<file path="src/rtl/seg7_scan_driver.sv">
// ============================================================================
// Module   : seg7_scan_driver
// Purpose  : Scans a 4-digit BCD value onto a common-anode, multiplexed
//            7-segment display. Segments and digit enables are active-low.
//            Each slot starts with a blank window against ghosting. Leading
//            zeros are optionally suppressed. The value is snapshotted once
//            per frame, so a frame never mixes two values.
// Options  : define SEG_DIM_EN to add the 3-bit 'dim' input. It gates the
//            active window with a free-running 3-bit PWM.
// Revision : 1.0 - initial release
// ============================================================================
`default_nettype none

module seg7_scan_driver #(
  parameter int SCAN_DIV  = 12500,
  parameter int BLANK_CYC = 250,
  parameter int LZ_BLANK  = 1
) (
  input  logic        clk,
  input  logic        rst_n,
  input  logic [15:0] value,
`ifdef SEG_DIM_EN
  input  logic [2:0]  dim,
`endif
  output logic [6:0]  seg,
  output logic [3:0]  dig_en,
  output logic        frame_tick
);

  localparam logic [15:0] c_LAST_CNT  = 16'(SCAN_DIV - 1);
  localparam logic [15:0] c_BLANK_CNT = 16'(BLANK_CYC);
  localparam logic [6:0]  c_SEG_OFF   = 7'h7F;
  localparam logic [3:0]  c_DIG_OFF   = 4'hF;

  logic [15:0] r_pcnt;
  logic [1:0]  r_dsel;
  logic [15:0] r_shadow;
  logic [6:0]  r_seg;
  logic [3:0]  r_dig_en;
  logic        r_frame_tick;

  logic        w_slot_end;
  logic        w_blank;
  logic        w_pwm_on;
  logic        w_lz_hide;
  logic        w_dark;
  logic [3:0]  w_nib;
  logic [3:0]  w_nib_zero;
  logic [3:0]  w_lead_zero;
  logic [6:0]  w_seg_next;
  logic [3:0]  w_dig_next;

  // BCD to active-low segments; anything outside 0..9 shows a dash (g only)
  function automatic logic [6:0] f_decode(input logic [3:0] nib);
    case (nib)
      4'd0:    f_decode = 7'h40;
      4'd1:    f_decode = 7'h79;
      4'd2:    f_decode = 7'h24;
      4'd3:    f_decode = 7'h30;
      4'd4:    f_decode = 7'h19;
      4'd5:    f_decode = 7'h12;
      4'd6:    f_decode = 7'h02;
      4'd7:    f_decode = 7'h78;
      4'd8:    f_decode = 7'h00;
      4'd9:    f_decode = 7'h10;
      default: f_decode = 7'h3F;
    endcase
  endfunction

  assign w_slot_end = (r_pcnt == c_LAST_CNT);

  // With no blanking configured, the comparison disappears entirely
  generate
    if (BLANK_CYC == 0) begin : g_no_blank
      assign w_blank = 1'b0;
    end else begin : g_blank
      assign w_blank = (r_pcnt < c_BLANK_CNT);
    end
  endgenerate

`ifdef SEG_DIM_EN
  logic [2:0] r_pwm_cnt;

  // Free-running brightness PWM; the digit is lit while the count is <= dim
  always_ff @(posedge clk or negedge rst_n) begin
    if (!rst_n) r_pwm_cnt <= 3'd0;
    else        r_pwm_cnt <= r_pwm_cnt + 3'd1;
  end

  assign w_pwm_on = (r_pwm_cnt <= dim);
`else
  assign w_pwm_on = 1'b1;
`endif

  // Slot prescaler, digit select and per-frame snapshot of the input value
  always_ff @(posedge clk or negedge rst_n) begin
    if (!rst_n) begin
      r_pcnt       <= 16'd0;
      r_dsel       <= 2'd0;
      r_shadow     <= 16'h0000;
      r_frame_tick <= 1'b0;
    end else begin
      r_frame_tick <= w_slot_end && (r_dsel == 2'd3);
      if (w_slot_end) begin
        r_pcnt <= 16'd0;
        r_dsel <= r_dsel + 2'd1;
        if (r_dsel == 2'd3) r_shadow <= value;
      end else begin
        r_pcnt <= r_pcnt + 16'd1;
      end
    end
  end

  // Leading-zero detect: a digit is hidden when it and every digit above it are zero
  always_comb begin
    w_nib = r_shadow[{r_dsel, 2'b00} +: 4];
    for (int k = 0; k < 4; k++) begin
      w_nib_zero[k] = (r_shadow[4*k +: 4] == 4'd0);
    end
    w_lead_zero[3] = w_nib_zero[3];
    w_lead_zero[2] = w_nib_zero[3] & w_nib_zero[2];
    w_lead_zero[1] = w_nib_zero[3] & w_nib_zero[2] & w_nib_zero[1];
    w_lead_zero[0] = 1'b0;
    w_lz_hide      = (LZ_BLANK != 0) && w_lead_zero[r_dsel];
  end

  // Next display pattern: dark during blank, suppression or PWM-off, else the digit
  always_comb begin
    w_dark     = w_blank | w_lz_hide | ~w_pwm_on;
    w_seg_next = c_SEG_OFF;
    w_dig_next = c_DIG_OFF;
    if (!w_dark) begin
      w_seg_next = f_decode(w_nib);
      w_dig_next = ~(4'b0001 << r_dsel);
    end
  end

  // Registered pins so the display sees glitch-free, single-edge transitions
  always_ff @(posedge clk or negedge rst_n) begin
    if (!rst_n) begin
      r_seg    <= c_SEG_OFF;
      r_dig_en <= c_DIG_OFF;
    end else begin
      r_seg    <= w_seg_next;
      r_dig_en <= w_dig_next;
    end
  end

  assign seg        = r_seg;
  assign dig_en     = r_dig_en;
  assign frame_tick = r_frame_tick;

endmodule

`default_nettype wire

</file>
<file path="config.mk">
export PLATFORM = sky130hd
export DESIGN_NAME = seg7_scan_driver
export DESIGN_NICKNAME = d
export VERILOG_FILES = /design/src/rtl/seg7_scan_driver.sv
export SDC_FILE = /design/constraint.sdc
export NUM_CORES = 1
export LEC_CHECK = 0
export CAP_MARGIN = 20
export CORE_ASPECT_RATIO = 0.6
export CORE_MARGIN = 8
export CORE_UTILIZATION = 40
export CTS_BUF_LIST = sky130_fd_sc_hd__clkbuf_2
export CTS_CLUSTER_DIAMETER = 50
export DETAILED_ROUTE_END_ITERATION = 7
export SYNTH_ARGS = -nofsm -noshare
export SYNTH_HDL_FRONTEND = slang
export SYNTH_SLANG_ARGS = --single-unit
</file>
<file path="constraint.sdc">
create_clock -name clk -period 2.92 [get_ports clk]
set_input_delay 0.292 -clock clk [delete_from_list [all_inputs] [get_ports clk]]
set_output_delay 0.292 -clock clk [all_outputs]
set_load 0.02 [all_outputs]
</file>
==> flow_summary_export.csv <==
group,metric,value,unit
sta,setup_viol,0,
die,start_util,40.40,%
clock_tree,clkSinkCount,46,
yosys,yosys.cell_types.count,36,
finish,drive_gt1_share,22.69,%
routing,route.detailed.drc,0,
power_and_ir_drop,p_leak,0.001150,uW
clock_tree,holdBufCountCts,0,
worst_setup_path,critPathLaunchType,"flip-flop",
yosys,ys_seq_elements,46,
finish,area_growth,20.61,%
status,status,"finished, final reports clean",
finish,fillers,495,
sta,timing.final.max_slew_violations,0,
sta,fin_skew,0.03360,ns
routing,drt_first_iter_violations,73,
worst_setup_path,arrival,2.71,ns
place,dpl_cell_area,0.002555,mm^2
sta,min_period,2.351,ns
finish,seq_area,0.001165,mm^2
finish,final_core_util,48.72,%
routing,drtPass1Iterations,4,
global_route,antenna_found_initial,0,
routing,vias,1426,
global_route,grt_use_total,11.32,%
yosys,syn_area,0.002197,mm^2
sta,finalCritPeriodShare,80.50,%
die,ios,30,
yosys,ys.flop_type,"dfrtp_1",
die,die_x,111.7,um
sta,rsz0062_at_grt,"no",
place,dp_hpwl,3.181,mm
die,dieArea,0.008198,mm^2
global_route,first_global_vias,1392,
routing,routedWlPerCell,15.39,um
sta,fmax,0.4254,GHz
global_route,grt_pass1_wl,7.348,mm
finish,final_area,0.002650,mm^2
place,port_buffers,29,
clock_tree,clock_latency,0.40,ns
yosys,netlist_instances,179,
yosys,synth_seq_area_share,53.02,%
sta,hold_viol,0,
clock_tree,cts_made_buffers,5,
global_route,grt_max_degree,47,
finish,antennaDiodeCount,0,
worst_setup_path,r2r_setup_slack,0.57,ns
die,core_area,0.005439,mm^2
yosys,avgSynthCellArea,12.27,um^2
worst_setup_path,path_class,"flip-flop to flip-flop",
yosys,synth.yosys.warnings,0,
die,die_y,73.41,um
global_route,grt-ovfl-total,0,
yosys,syn_nets,207,
clock_tree,ctsLongestPathBuffers,2,
clock_tree,cts_root_buf,"clkbuf_2",
worst_setup_path,worstPathRequired,3.28,ns
run,drv_cap,0,
sta,tightest_slew,0.4817,ns
place,place.gp.congestion,0.7981,
sta,slew-limit-headroom,67.06,%
die,std_cell_rows,21,
routing,viasPerCell,5.004,
clock_tree,clk_pin_slew,0.25,ns
power_and_ir_drop,cellPowerDensity,386.0,mW/mm^2
power_and_ir_drop,ir_drop,0.1626,mV
yosys,synth-edff-count,0,
sta,final.setup.tns,0,ns
finish,nNetsFinal,243,
clock_tree,cts_setup_buffers,0,
clock_tree,h-tree-depth,2,
finish,multi_input_area,977.2,um^2
yosys,synth-async-reset-ratio,100.0,%
worst_setup_path,cp-end-kind,"flip-flop",
clock_tree,cts_resized,0,
clock_tree,cts_tree,"done",
min_path,hp-class,"input pin to asynchronous set/reset pin",
routing,ant_nets,0,
worst_setup_path,crit_fanout,10,
routing,drt_wl_total,4.387,mm
## worst max-delay path: stages, from the launching register on
cell	delay, ns
dfrtp_1	0.68
mux4_2	0.61
inv_1	0.13
ha_1	0.21
nor3_1	0.07
a2111oi_0	0.48
o21ai_0	0.14
## cells by family (layout without fill, tap and decap cells)
kind of cell	count (synthesis)	count (layout)	synth area share, %
multiplexers	23	23	13.72
adder cells (fa/ha/maj)	10	10	5.695
AND/OR/NAND/NOR	58	58	14.52
AO/OA/AOI/OAI	17	17	4.954
XOR/XNOR	14	14	5.581
buffers and inverters	11	48	2.506
flip-flops	46	46	53.02
## state kept, by name (all words and copies together) (netlist names)
| register | flops |
|---|---|
| seg | 7 |
| r_pcnt | 16 |
| frame_tick | 1 |
| dig_en | 4 |
| r_shadow | 16 |
| r_dsel | 2 |
## synth_stat cells, types with 2 or more instances
library cell | instances | area, um^2
dfrtp_1 | 35 | 875.8
mux2_2 | 17 | 191.4
nor2_1 | 14 | 52.55
nand2_1 | 12 | 45.04
dfstp_2 | 11 | 289.0
ha_1 | 10 | 125.1
xnor2_1 | 9 | 78.83
inv_1 | 7 | 26.28
o21ai_0 | 7 | 35.03
nand4_1 | 6 | 37.54
nand3_1 | 5 | 25.02
xor2_1 | 5 | 43.79
mux4_2 | 4 | 90.09
nor4_1 | 4 | 25.02
a21o_1 | 3 | 22.52
a21oi_1 | 3 | 15.01
and3_1 | 3 | 18.77
nor3_1 | 3 | 15.01
and2_1 | 2 | 12.51
clkbuf_1 | 2 | 7.510
mux2i_1 | 2 | 20.02
## placed cells by master, fill, tap and decap left out, types with 2 or more instances in the layout
cell type and n:
a21o_1 3, a21oi_1 3, and2_1 2, and3_1 3, buf_4 2, clkbuf_2 5
clkdlybuf4s50_1 28, clkinv_2 2, dfrtp_1 35, dfstp_2 11, ha_1 10, inv_1 7
mux2_2 17, mux2i_1 2, mux4_2 4, nand2_1 12, nand3_1 5, nand4_1 6
nor2_1 14, nor3_1 3, nor4_1 4, o21ai_0 7, xnor2_1 9, xor2_1 5
## per-stage QoR
stage	hold WS, ns	total power [uW]	std cells	worst slack (ns)
after global placement	0.4679	684.0	275	0.6072
after global routing	0.3055	1072	285	0.3681
after detailed placement	0.4608	684.2	275	0.5710
after CTS	0.04414	1034	283	0.5521
final	0.3166	1023	285	0.5693
after floorplan	-0.003591	649.6	179	0.7380
## cell type report
type | count | area share, %
Multi-Input combinational cell | 122 | 36.87
Timing Repair Buffer | 33 | 12.46
Clock inverter | 3 | 1.511
Inverter | 7 | 0.9915
Clock buffer | 5 | 0.9443
Sequential cell | 46 | 43.96
Tap cell | 69 | 3.258
## metal layers
layer,GRT usage [%],part of all wire [%],vias to the layer above
met5,0,0,-
li1,-,-,706
met2,13.95,38,28
met3,3.281,4.8,2
met1,17.75,56,690
met4,3.158,0.82,0
## power by group
| group | internal (uW) | leakage (uW) | switching (uW) |
|---|---|---|---|
| sequential | 639 | 0.000590 | 0 |
| combinational | 22.6 | 0.000517 | 15.3 |
| clock | 142 | 0.0000427 | 203 |
## worst paths after layout
| check | startpoint | to | cells past startpoint |
|---|---|---|---|
| worst max-delay path | r_dsel[0] | seg[4] | 6 |
| worst min-delay path | rst_n | r_pcnt[9] | 2 |
| worst max register to register | r_dsel[0] | seg[4] | 6 |
| worst min register to register | r_pcnt[15] | r_pcnt[15] | 1 |
| max in group asynchronous | rst_n | r_pcnt[12] | 3 |
| min in group clk | value[5] | r_shadow[5] | 2 |
Note: power is estimated with default switching activity, not from simulation.
